<file path="src/rtl/window_read_scheduler_if.sv">
// -----------------------------------------------------------------------------
// window_read_scheduler_if
// Groups the control handshake and the read-address bus of the window read
// scheduler.
//
// Signals:
//   start      - single-cycle frame request (driven by the controller)
//   stall      - freezes the address sequence (driven by the consumer)
//   read_addr  - SRAM read address (ADDR_W bits)
//   read_valid - read_addr is a newly issued read this cycle
//   row_idx    - kernel row of the current read, 0 = base row (ROW_W bits)
//   col_last   - final row read of a column
//   frame_last - final read of the frame
//   busy       - frame in progress
//   done       - one-cycle end-of-frame pulse
//
// Modports:
//   master - the scheduler (drives the address bus and status)
//   slave  - the controller/consumer (drives start and stall)
// -----------------------------------------------------------------------------
interface window_read_scheduler_if #(
  parameter int ADDR_W = 20,
  parameter int ROW_W  = 4
);

  logic              start;
  logic              stall;
  logic [ADDR_W-1:0] read_addr;
  logic              read_valid;
  logic [ROW_W-1:0]  row_idx;
  logic              col_last;
  logic              frame_last;
  logic              busy;
  logic              done;

  modport master (
    input  start,
    input  stall,
    output read_addr,
    output read_valid,
    output row_idx,
    output col_last,
    output frame_last,
    output busy,
    output done
  );

  modport slave (
    output start,
    output stall,
    input  read_addr,
    input  read_valid,
    input  row_idx,
    input  col_last,
    input  frame_last,
    input  busy,
    input  done
  );

endinterface

</file>
<file path="src/rtl/window_read_scheduler.sv">
// -----------------------------------------------------------------------------
// window_read_scheduler
// Generates the SRAM read-address sequence feeding the window buffer/shifter.
// For every image column one read is issued per kernel row, walking upward
// through the image: base, base-STRIDE, base-2*STRIDE, ... After the last
// row the column base advances by one, until the column at END_ADDR has been
// read. Each read carries its kernel row index and column/frame-end tags so
// the downstream pipeline can align without counting on its own.
//
// Ports:
//   clk    - system clock, rising edge
//   reset  - synchronous, active-low reset
//   bus    - window_read_scheduler_if.master
//            (start/stall in; read_addr, read_valid, row_idx, col_last,
//             frame_last, busy, done out; all outputs registered)
//
// Parameters:
//   ADDR_W     - read address width
//   ROWS       - kernel height, reads per column (2..16)
//   STRIDE     - address distance between image lines
//   START_ADDR - first column base, must be >= (ROWS-1)*STRIDE
//   END_ADDR   - last column base (inclusive), must be >= START_ADDR
//   ROW_W      - row_idx width, 2**ROW_W >= ROWS
//
// Build option:
//   WINDOW_SCHED_CONTINUOUS_EN - when defined, the scheduler restarts at
//   START_ADDR after the final read of a frame instead of returning to IDLE;
//   busy stays high and done pulses with the first read of the next frame.
//   Only reset leaves that loop.
// -----------------------------------------------------------------------------
module window_read_scheduler #(
  parameter int ADDR_W     = 20,
  parameter int ROWS       = 5,
  parameter int STRIDE     = 256,
  parameter int START_ADDR = 1024,
  parameter int END_ADDR   = 523518,
  parameter int ROW_W      = 4
) (
  input logic                     clk,
  input logic                     reset,
  window_read_scheduler_if.master bus
);

  localparam logic [1:0] ST_IDLE  = 2'd0;
  localparam logic [1:0] ST_ISSUE = 2'd1;
  localparam logic [1:0] ST_DONE  = 2'd2;

  localparam logic [ADDR_W-1:0] START_A  = ADDR_W'(START_ADDR);
  localparam logic [ADDR_W-1:0] END_A    = ADDR_W'(END_ADDR);
  localparam logic [ADDR_W-1:0] STRIDE_A = ADDR_W'(STRIDE);
  localparam logic [ROW_W-1:0]  ROW_LAST = ROW_W'(ROWS - 1);

  // Sequencer state
  logic [1:0]        state_q, state_d;
  logic [ADDR_W-1:0] base_q, base_d;   // base address of the current column
  logic [ROW_W-1:0]  row_q, row_d;     // kernel row of the next read
  // Address of the next read: base - row*STRIDE, maintained by subtracting
  // STRIDE once per row so no multiplier is needed.
  logic [ADDR_W-1:0] cur_q, cur_d;

  // Registered outputs
  logic [ADDR_W-1:0] read_addr_q, read_addr_d;
  logic              read_valid_q, read_valid_d;
  logic [ROW_W-1:0]  row_idx_q, row_idx_d;
  logic              col_last_q, col_last_d;
  logic              frame_last_q, frame_last_d;
  logic              busy_q, busy_d;
  logic              done_q, done_d;

  logic row_is_last_s;
  logic base_is_end_s;

  // Column / frame boundary decode
  always_comb begin
    row_is_last_s = (row_q == ROW_LAST);
    base_is_end_s = (base_q == END_A);
  end

  // Next-state and next-output logic
  always_comb begin
    state_d      = state_q;
    base_d       = base_q;
    row_d        = row_q;
    cur_d        = cur_q;
    read_addr_d  = read_addr_q;
    read_valid_d = 1'b0;
    row_idx_d    = row_idx_q;
    col_last_d   = 1'b0;
    frame_last_d = 1'b0;
    busy_d       = busy_q;
    done_d       = 1'b0;

    case (state_q)
      ST_IDLE: begin
        if (bus.start) begin
          // A simultaneous stall does not block the transition; the first
          // read simply waits in ISSUE until stall drops.
          state_d = ST_ISSUE;
          busy_d  = 1'b1;
          base_d  = START_A;
          row_d   = '0;
          cur_d   = START_A;
        end else begin
          state_d = ST_IDLE;
          busy_d  = 1'b0;
        end
      end

      ST_ISSUE: begin
        busy_d = 1'b1;
`ifdef WINDOW_SCHED_CONTINUOUS_EN
        // The pulse follows the final read of a frame, landing on the first
        // read of the next one.
        done_d = frame_last_q;
`else
        done_d = 1'b0;
`endif
        if (bus.stall) begin
          // Hold everything; read_addr and row_idx keep the last issued read.
          state_d = ST_ISSUE;
        end else begin
          read_addr_d  = cur_q;
          read_valid_d = 1'b1;
          row_idx_d    = row_q;
          col_last_d   = row_is_last_s;
          frame_last_d = row_is_last_s && base_is_end_s;
          if (!row_is_last_s) begin
            row_d = row_q + ROW_W'(1'b1);
            cur_d = cur_q - STRIDE_A;
          end else begin
            row_d = '0;
            if (base_is_end_s) begin
`ifdef WINDOW_SCHED_CONTINUOUS_EN
              state_d = ST_ISSUE;
              base_d  = START_A;
              cur_d   = START_A;
`else
              state_d = ST_DONE;
`endif
            end else begin
              base_d = base_q + ADDR_W'(1'b1);
              cur_d  = base_q + ADDR_W'(1'b1);
            end
          end
        end
      end

      ST_DONE: begin
        // start is not honoured here; only IDLE accepts a new frame.
        state_d = ST_IDLE;
        busy_d  = 1'b0;
        done_d  = 1'b1;
      end

      default: begin
        state_d = ST_IDLE;
        busy_d  = 1'b0;
      end
    endcase
  end

  // State and output registers with synchronous active-low reset
  always_ff @(posedge clk) begin
    if (!reset) begin
      state_q      <= ST_IDLE;
      base_q       <= START_A;
      row_q        <= '0;
      cur_q        <= START_A;
      read_addr_q  <= START_A;
      read_valid_q <= 1'b0;
      row_idx_q    <= '0;
      col_last_q   <= 1'b0;
      frame_last_q <= 1'b0;
      busy_q       <= 1'b0;
      done_q       <= 1'b0;
    end else begin
      state_q      <= state_d;
      base_q       <= base_d;
      row_q        <= row_d;
      cur_q        <= cur_d;
      read_addr_q  <= read_addr_d;
      read_valid_q <= read_valid_d;
      row_idx_q    <= row_idx_d;
      col_last_q   <= col_last_d;
      frame_last_q <= frame_last_d;
      busy_q       <= busy_d;
      done_q       <= done_d;
    end
  end

  assign bus.read_addr  = read_addr_q;
  assign bus.read_valid = read_valid_q;
  assign bus.row_idx    = row_idx_q;
  assign bus.col_last   = col_last_q;
  assign bus.frame_last = frame_last_q;
  assign bus.busy       = busy_q;
  assign bus.done       = done_q;

endmodule

</file>
<file path="src/flat_wrapper.sv">
// flat-port wrapper written by rule: the top's interface ports become plain ports
module window_read_scheduler_flat 
#(
  parameter int ADDR_W     = 20,
  parameter int ROWS       = 5,
  parameter int STRIDE     = 256,
  parameter int START_ADDR = 1024,
  parameter int END_ADDR   = 523518,
  parameter int ROW_W      = 4
)
  (clk, reset, bus_start, bus_stall, bus_read_addr, bus_read_valid, bus_row_idx, bus_col_last, bus_frame_last, bus_busy, bus_done);
  window_read_scheduler_if #(.ADDR_W(ADDR_W), .ROW_W(ROW_W)) bus_i ();
  input logic clk;
  input logic reset;
  input wire logic [$bits(bus_i.start)-1:0] bus_start;
  input wire logic [$bits(bus_i.stall)-1:0] bus_stall;
  output wire logic [$bits(bus_i.read_addr)-1:0] bus_read_addr;
  output wire logic [$bits(bus_i.read_valid)-1:0] bus_read_valid;
  output wire logic [$bits(bus_i.row_idx)-1:0] bus_row_idx;
  output wire logic [$bits(bus_i.col_last)-1:0] bus_col_last;
  output wire logic [$bits(bus_i.frame_last)-1:0] bus_frame_last;
  output wire logic [$bits(bus_i.busy)-1:0] bus_busy;
  output wire logic [$bits(bus_i.done)-1:0] bus_done;
  assign bus_i.start = bus_start;
  assign bus_i.stall = bus_stall;
  assign bus_read_addr = bus_i.read_addr;
  assign bus_read_valid = bus_i.read_valid;
  assign bus_row_idx = bus_i.row_idx;
  assign bus_col_last = bus_i.col_last;
  assign bus_frame_last = bus_i.frame_last;
  assign bus_busy = bus_i.busy;
  assign bus_done = bus_i.done;
  window_read_scheduler #(.ADDR_W(ADDR_W), .ROWS(ROWS), .STRIDE(STRIDE), .START_ADDR(START_ADDR), .END_ADDR(END_ADDR), .ROW_W(ROW_W)) u_core (.clk(clk), .reset(reset), .bus(bus_i));
endmodule
</file>
<file path="config.mk">
export PLATFORM = sky130hd
export DESIGN_NAME = window_read_scheduler_flat
export DESIGN_NICKNAME = d
export VERILOG_FILES = /design/src/rtl/window_read_scheduler_if.sv /design/src/rtl/window_read_scheduler.sv /design/src/flat_wrapper.sv
export SDC_FILE = /design/constraint.sdc
export NUM_CORES = 1
export LEC_CHECK = 0
export ABC_AREA = 1
export CORE_ASPECT_RATIO = 0.7
export CORE_UTILIZATION = 52
export CTS_BUF_LIST = sky130_fd_sc_hd__clkbuf_4 sky130_fd_sc_hd__clkbuf_8 sky130_fd_sc_hd__clkbuf_16
export DETAILED_ROUTE_END_ITERATION = 10
export PLACE_DENSITY = 0.76
export SYNTH_ARGS = -nofsm -noshare
export SYNTH_HDL_FRONTEND = slang
export SYNTH_SLANG_ARGS = --single-unit
export TNS_END_PERCENT = 20
</file>
<file path="constraint.sdc">
create_clock -name clk -period 1.6 [get_ports clk]
set_input_delay 0.32 -clock clk [delete_from_list [all_inputs] [get_ports clk]]
set_output_delay 0.32 -clock clk [all_outputs]
set_load 0.01 [all_outputs]
</file>
## Yosys cells after proc, flatten, opt, wreduce, memory -nomap -nowiden

Index checks and enable logic that the tools add are counted.

- Register bits: 75
- Input bits: 4
- Output and inout bits: 29
- Word-level logic and storage cells: 59

- Add/sub/neg operators: 3
- Eq/ne operators: 11
- Mux-type cells: 21
- Bitwise operators: 3
- Reductions and logical operators: 10

Operators with widths:

| kind | count |
|---|---|
| 20-bit two-way mux | 6 |
| 20-bit case mux with 2 select lines | 2 |
| 20-bit by 1-bit adder with 20-bit output, second input constant | 1 |
| 20-bit by 19-bit equality test with 1-bit output, second input constant | 1 |
| 20-bit by 9-bit subtractor with 20-bit output, second input constant | 1 |
| 4-bit two-way mux | 3 |
| 4-bit case mux with 2 select lines | 1 |
| 2-bit two-way mux | 3 |
| 2-bit inequality test, second input constant | 3 |
| 3-bit by 2-bit inequality test with 1-bit output, second input constant | 2 |
| 2-bit AND reduction | 3 |
| 5-bit AND reduction | 1 |
| 4-bit by 1-bit adder with 4-bit output, second input constant | 1 |
| 4-bit by 3-bit equality test with 1-bit output, second input constant | 1 |
| 1-bit two-way mux | 4 |
| 2-bit case mux with 2 select lines | 1 |
| 4-bit AND reduction | 1 |
| 3-bit inequality test, second input constant | 1 |
| 1-bit inverter | 3 |
| 3-bit AND reduction | 1 |
| 3-bit OR reduction | 1 |
| 2-bit by 1-bit equality test with 1-bit output, second input constant | 1 |
| 2-bit equality test, second input constant | 1 |
| 2-bit logical NOT | 1 |
| other kinds (4) | 4 |

## Logic depth before layout (Yosys ltp)

- Word-level depth: 5
- Mapped depth: 12
- Gate-level depth less buffers: 12

## Worst setup path before layout

Ideal clock, no wire load.

- Path type: register to register
- Start point: register u_core.row_q[0]
- End point: register u_core.base_q[2]
- Setup time: 132 ps
- Arrival: 1,480 ps
- Data required time: 1,468 ps
- Setup slack: -12 ps
- Cell stages (with the launch flop): 11
- Buffers on the path: 1
- Clock period less this slack: 1,612 ps
- Path through: dfxtp_1 > inv_1 > ha_1 > nand3_2 > nand2_1 > nand2_4 > a21oi_2 > inv_4 > buf_6 > nand2_1 > a21oi_1

- Longest elaborated chain between the ends: 3

Ends and longest elaborated chain:

| what | line | source |
|---|---|---|
| from (decl) | window_read_scheduler.sv:56 | `logic [ROW_W-1:0] row_q, row_d;` |
| from (signal assigned) | window_read_scheduler.sv:179 | `row_q <= row_d;` |
| 4-bit by 3-bit equality test with 1-bit output | window_read_scheduler.sv:75 | `row_is_last_s = (row_q == ROW_LAST);` |
| 2-bit by 1-bit inequality test with 1-bit output (no source line) | n/a |  |
| 5-bit AND reduction (no source line) | n/a |  |
| to (signal assigned) | window_read_scheduler.sv:178 | `base_q <= base_d;` |
| to (decl) | window_read_scheduler.sv:55 | `logic [ADDR_W-1:0] base_q, base_d;` |

Every way passes these cells.
A chain may end at the register's enable or synchronous reset.

## Worst setup path after layout

- Start point: register u_core.base_q[0]
- End point: register u_core.base_q[6]

- Longest elaborated chain between the ends: 5
- Elaborated cells on any way between the ends: 8
- Classes of those cells: 1 x add/sub; 2 x eq/ne; 4 x mux; 1 x reduce/logical

Ends and longest elaborated chain:

| what | line | source |
|---|---|---|
| 20-bit by 1-bit adder with 20-bit output | window_read_scheduler.sv:141 | `base_d = base_q + ADDR_W'(1'b1);` |
| 20-bit two-way mux | window_read_scheduler.sv:132 | `if (base_is_end_s) begin` |
| 20-bit two-way mux | window_read_scheduler.sv:127 | `if (!row_is_last_s) begin` |
| 20-bit two-way mux | window_read_scheduler.sv:118 | `if (bus.stall) begin` |
| 20-bit case mux with 2 select lines | window_read_scheduler.sv:93 | `case (state_q)` |

Parallel ways exist; a longest one is shown, timed or not. The select of a mux whose other input is x is not followed.

==> flow_summary_export.csv <==
group,metric,value,unit
global_routing,grt_start_max_net_pins,36,
die,die_h,71.6,um
route,routedWlPerCell,14.4,um
timing,fin_crit_sh,105,%
synthesis,synth_cell_type_count,34,
finish,drive_gt1_share,21.8,%
timing,hold_ws,0.459,ns
die,core,0.00646,mm^2
clock_network,clockBufferDepth,2,
die,initial_core_util,55.7,%
clock_network,h-tree-depth,3,
placement,hpwl,6900,um
critical_path,rrSetupSlack,-0.08,ns
global_routing,grt_pass1_vias,3361,
synthesis,synth-warning-count,0,
pwr,p_total,4.25,mW
pwr,p_leak,1.88,nW
critical_path,crit_chain,"buf_4, ha_2, nand2_2, inv_2, nand3_4, buf_4, xor2_1, or2_1, a21oi_1",
pwr,power_density,882,mW/mm^2
critical_path,path_max_fanout,3,
synthesis,netlist_area,0.00360,mm^2
global_routing,grt_pass1_wl,16300,um
synthesis,synth_top_area_share,41.7,%
die,ios,33,
critical_path,end_kind,"flip-flop",
critical_path,path_delay_family,"simple AND/OR/NAND/NOR gates",
route,vias_per_cell,5.32,
synthesis,synth-seq-area-share,41.7,%
worst_hold_path,hold_path_startpoint,"u_core.state_q[0]",
timing,final_hold_viol_count,0,
global_routing,overflow,0,
timing,min_period,1.68,ns
timing,setup_viol,30,
critical_path,timing.rr.start,"u_core.base_q[0]",
synthesis,syn_inst,516,
timing,worstMarginPinSlew,0.350,ns
clock_network,clock_sinks,75,
critical_path,cp.arrival,1.97,ns
timing,setup_ws,-0.0811,ns
placement,dpl_cell_area,0.00439,mm^2
critical_path,path_common_cell,"buf_4",
timing,rsz0062_at_grt,"true",
timing,clock_skew,0.0106,ns
placement,io_buffers,32,
clock_network,numCtsBuffers,9,
global_routing,grtUsageTotal,29.5,%
critical_path,critPathKind,"reg2reg",
synthesis,syn_avg_cell_area,6.97,um^2
finish,nNetsFinal,619,
route,wirelength,10100,um
route,dr.first_iter.drc_count,370,
clock_network,path_clk_slew,0.09,ns
worst_hold_path,hold_path.class,"reg2reg",
synthesis,ys_top_cells_by_area,"dfxtp_1 (42%), nand2_1 (14%), a21oi_1 (9.5%)",
timing,relSlewSlack,76.6,%
critical_path,cpMaxStageDelayCell,"dfxtp_2",
critical_path,timing.rr.end,"u_core.base_q[6]",
synthesis,synth_nets,525,
finish,syn_to_final_growth,34.0,%
route,drc,0,
worst_hold_path,whs_path_depth,1,
die,rows,24,
finish,fin_area,0.00482,mm^2
die,die_area,0.00726,mm^2
status,violations,"setup timing",
clock_network,cts_root_buffer,"clkbuf_8",
route,vias,3753,
critical_path,cp_num_buf_inv,3,
critical_path,critical_path.max_stage_delay,0.35,ns
placement,place.gp.congestion,0.938,
clock_network,worstSkewPairLatency,0.36,ns
die,die_x,101,um
timing,slew_violations,0,
worst_hold_path,whs_endpoint,"u_core.bus.done",
critical_path,startpoint_type,"flip-flop",
synthesis,synth_area_leader_cell,"dfxtp_1",
synthesis,ys_ff_latch,75,
timing,clock.fmax,0.595,GHz
critical_path,crit_required,1.89,ns
status,status,"finished with violations",
flow_run,maxCapViolCount,0,
global_routing,antenna_found_initial,0,
route,dr.pass1.iters,6,
route,final_antenna_net_count,0,
finish,n_antenna_cell,0,
pwr,vdd_ir_drop_max,0.000425,V
critical_path,r2r_cells,9,
clock_network,cts_tree,"done",
## metrics by stage
stage	util [%]	setup TNS [ns]	std cells	setup slack (ns)
6_report	74.7	-0.972	706	-0.0811
5_1_grt	74.7	-5.30	706	-0.196
4_1_cts	73.3	-0.0712	701	-0.0311
3_5_place_dp	67.9	-8.26	678	-0.265
3_3_place_gp	67.9	-6.29	678	-0.223
2_1_floorplan	-	0	516	0.0387
## cell usage in the layout, fill, tap and decap left out, drive strengths merged, types with 2 or more instances in the layout
cell / Yosys / layout
nand3: 43 / 43
clkinv: 1 / 5
buf: 6 / 65
o21ai: 33 / 33
ha: 5 / 5
o22ai: 2 / 2
nand2: 138 / 138
or2: 6 / 6
nor2: 46 / 46
o211ai: 3 / 3
clkbuf: 11 / 9
nand4: 5 / 5
dfxtp: 75 / 75
inv: 54 / 59
nand3b: 2 / 2
nor3: 9 / 9
clkdlybuf4s50: 0 / 31
xor2: 5 / 5
a21oi: 69 / 69
xnor2: 2 / 2
## layout make-up
type,instances,area (um^2)
Sequential cell,75,1510
Tap cell,91,114
Fill cell,504,1640
Clock inverter,7,75.1
Multi-Input combinational cell,369,1910
Timing Repair Buffer,97,840
Inverter,55,216
Timing Repair inverter,3,31.3
Clock buffer,9,124
## power by group
| part | internal, mW | switching (mW) |
|---|---|---|
| Clock | 0.731 | 0.762 |
| Combinational | 0.324 | 0.457 |
| Sequential | 1.93 | 0.0424 |
| Total | 2.99 | 1.26 |
## state kept, by name, indices dropped and copies added (netlist names)
signal,cells
u_core.base_q,20
u_core.bus.read_addr,20
u_core.cur_q,20
u_core.bus.row_idx,4
u_core.row_q,4
u_core.state_q,2
u_core.bus.busy,1
u_core.bus.col_last,1
u_core.bus.done,1
u_core.bus.frame_last,1
u_core.bus.read_valid,1
## routing by layer
metal / up-vias / global-route usage, % / share of wire (%)
met5: - / 0 / 0
met4: 0 / 9.18 / 1.5
met3: 18 / 7.22 / 7.4
met2: 148 / 45.3 / 44
met1: 1719 / 41.0 / 47
li1: 1868 / - / -
## cell usage after synthesis
cell / number
nand3_2: 1
or2_1: 3
nor2_2: 3
dfxtp_1: 75
a21oi_2: 1
inv_2: 3
o21ai_1: 1
clkinv_1: 1
nor2_4: 1
nor2_1: 41
buf_6: 4
clkbuf_1: 11
nand3_4: 1
nand3b_1: 2
o21a_1: 1
nand2_1: 134
o21ai_0: 32
nor2_8: 1
nand4_1: 5
nand3_1: 41
a21oi_1: 68
buf_2: 1
xor2_1: 5
xnor2_1: 2
o22ai_1: 2
inv_4: 1
ha_1: 5
nand2_2: 1
nor3_1: 9
nand2_4: 3
or2_2: 3
inv_1: 50
buf_4: 1
o211ai_1: 3
## worst max path at each step
stage,start,to,slack (ns),depth (start not counted)
2_1_floorplan,u_core.row_q[0],u_core.base_q[2],0.04,10
3_3_place_gp,bus_start,u_core.cur_q[4],-0.22,9
3_5_place_dp,bus_start,u_core.base_q[3],-0.26,9
4_1_cts,u_core.base_q[0],u_core.base_q[10],-0.03,12
5_1_grt,u_core.base_q[10],u_core.state_q[0],-0.20,10
6_report,u_core.base_q[0],u_core.base_q[6],-0.08,9
## kinds of logic (layout without fill, tap and decap cells)
family / count (synthesis) / count (layout) / synth area share, %
and+or+nand+nor: 249 / 249 / 30.8
AOI/OAI and AO/OA: 108 / 108 / 15.5
xor gates and xnor gates: 7 / 7 / 1.70
adders and majority gates: 5 / 5 / 1.74
DFF: 75 / 75 / 41.7
buffers and inverters: 72 / 171 / 8.55
## what timing repair did
action / 4_1_cts / 5_1_grt
gates resized for setup: 33 / 18
cloned: 2 / 1
setup endpoints to repair: 40 / 61
endpoints found under the hold margin: 0 / 0
setup buffers: 5 / 4
pin swaps: 5 / 9
hold buffers: 0 / 0
No activity file was read; power rests on OpenSTA's default activity.
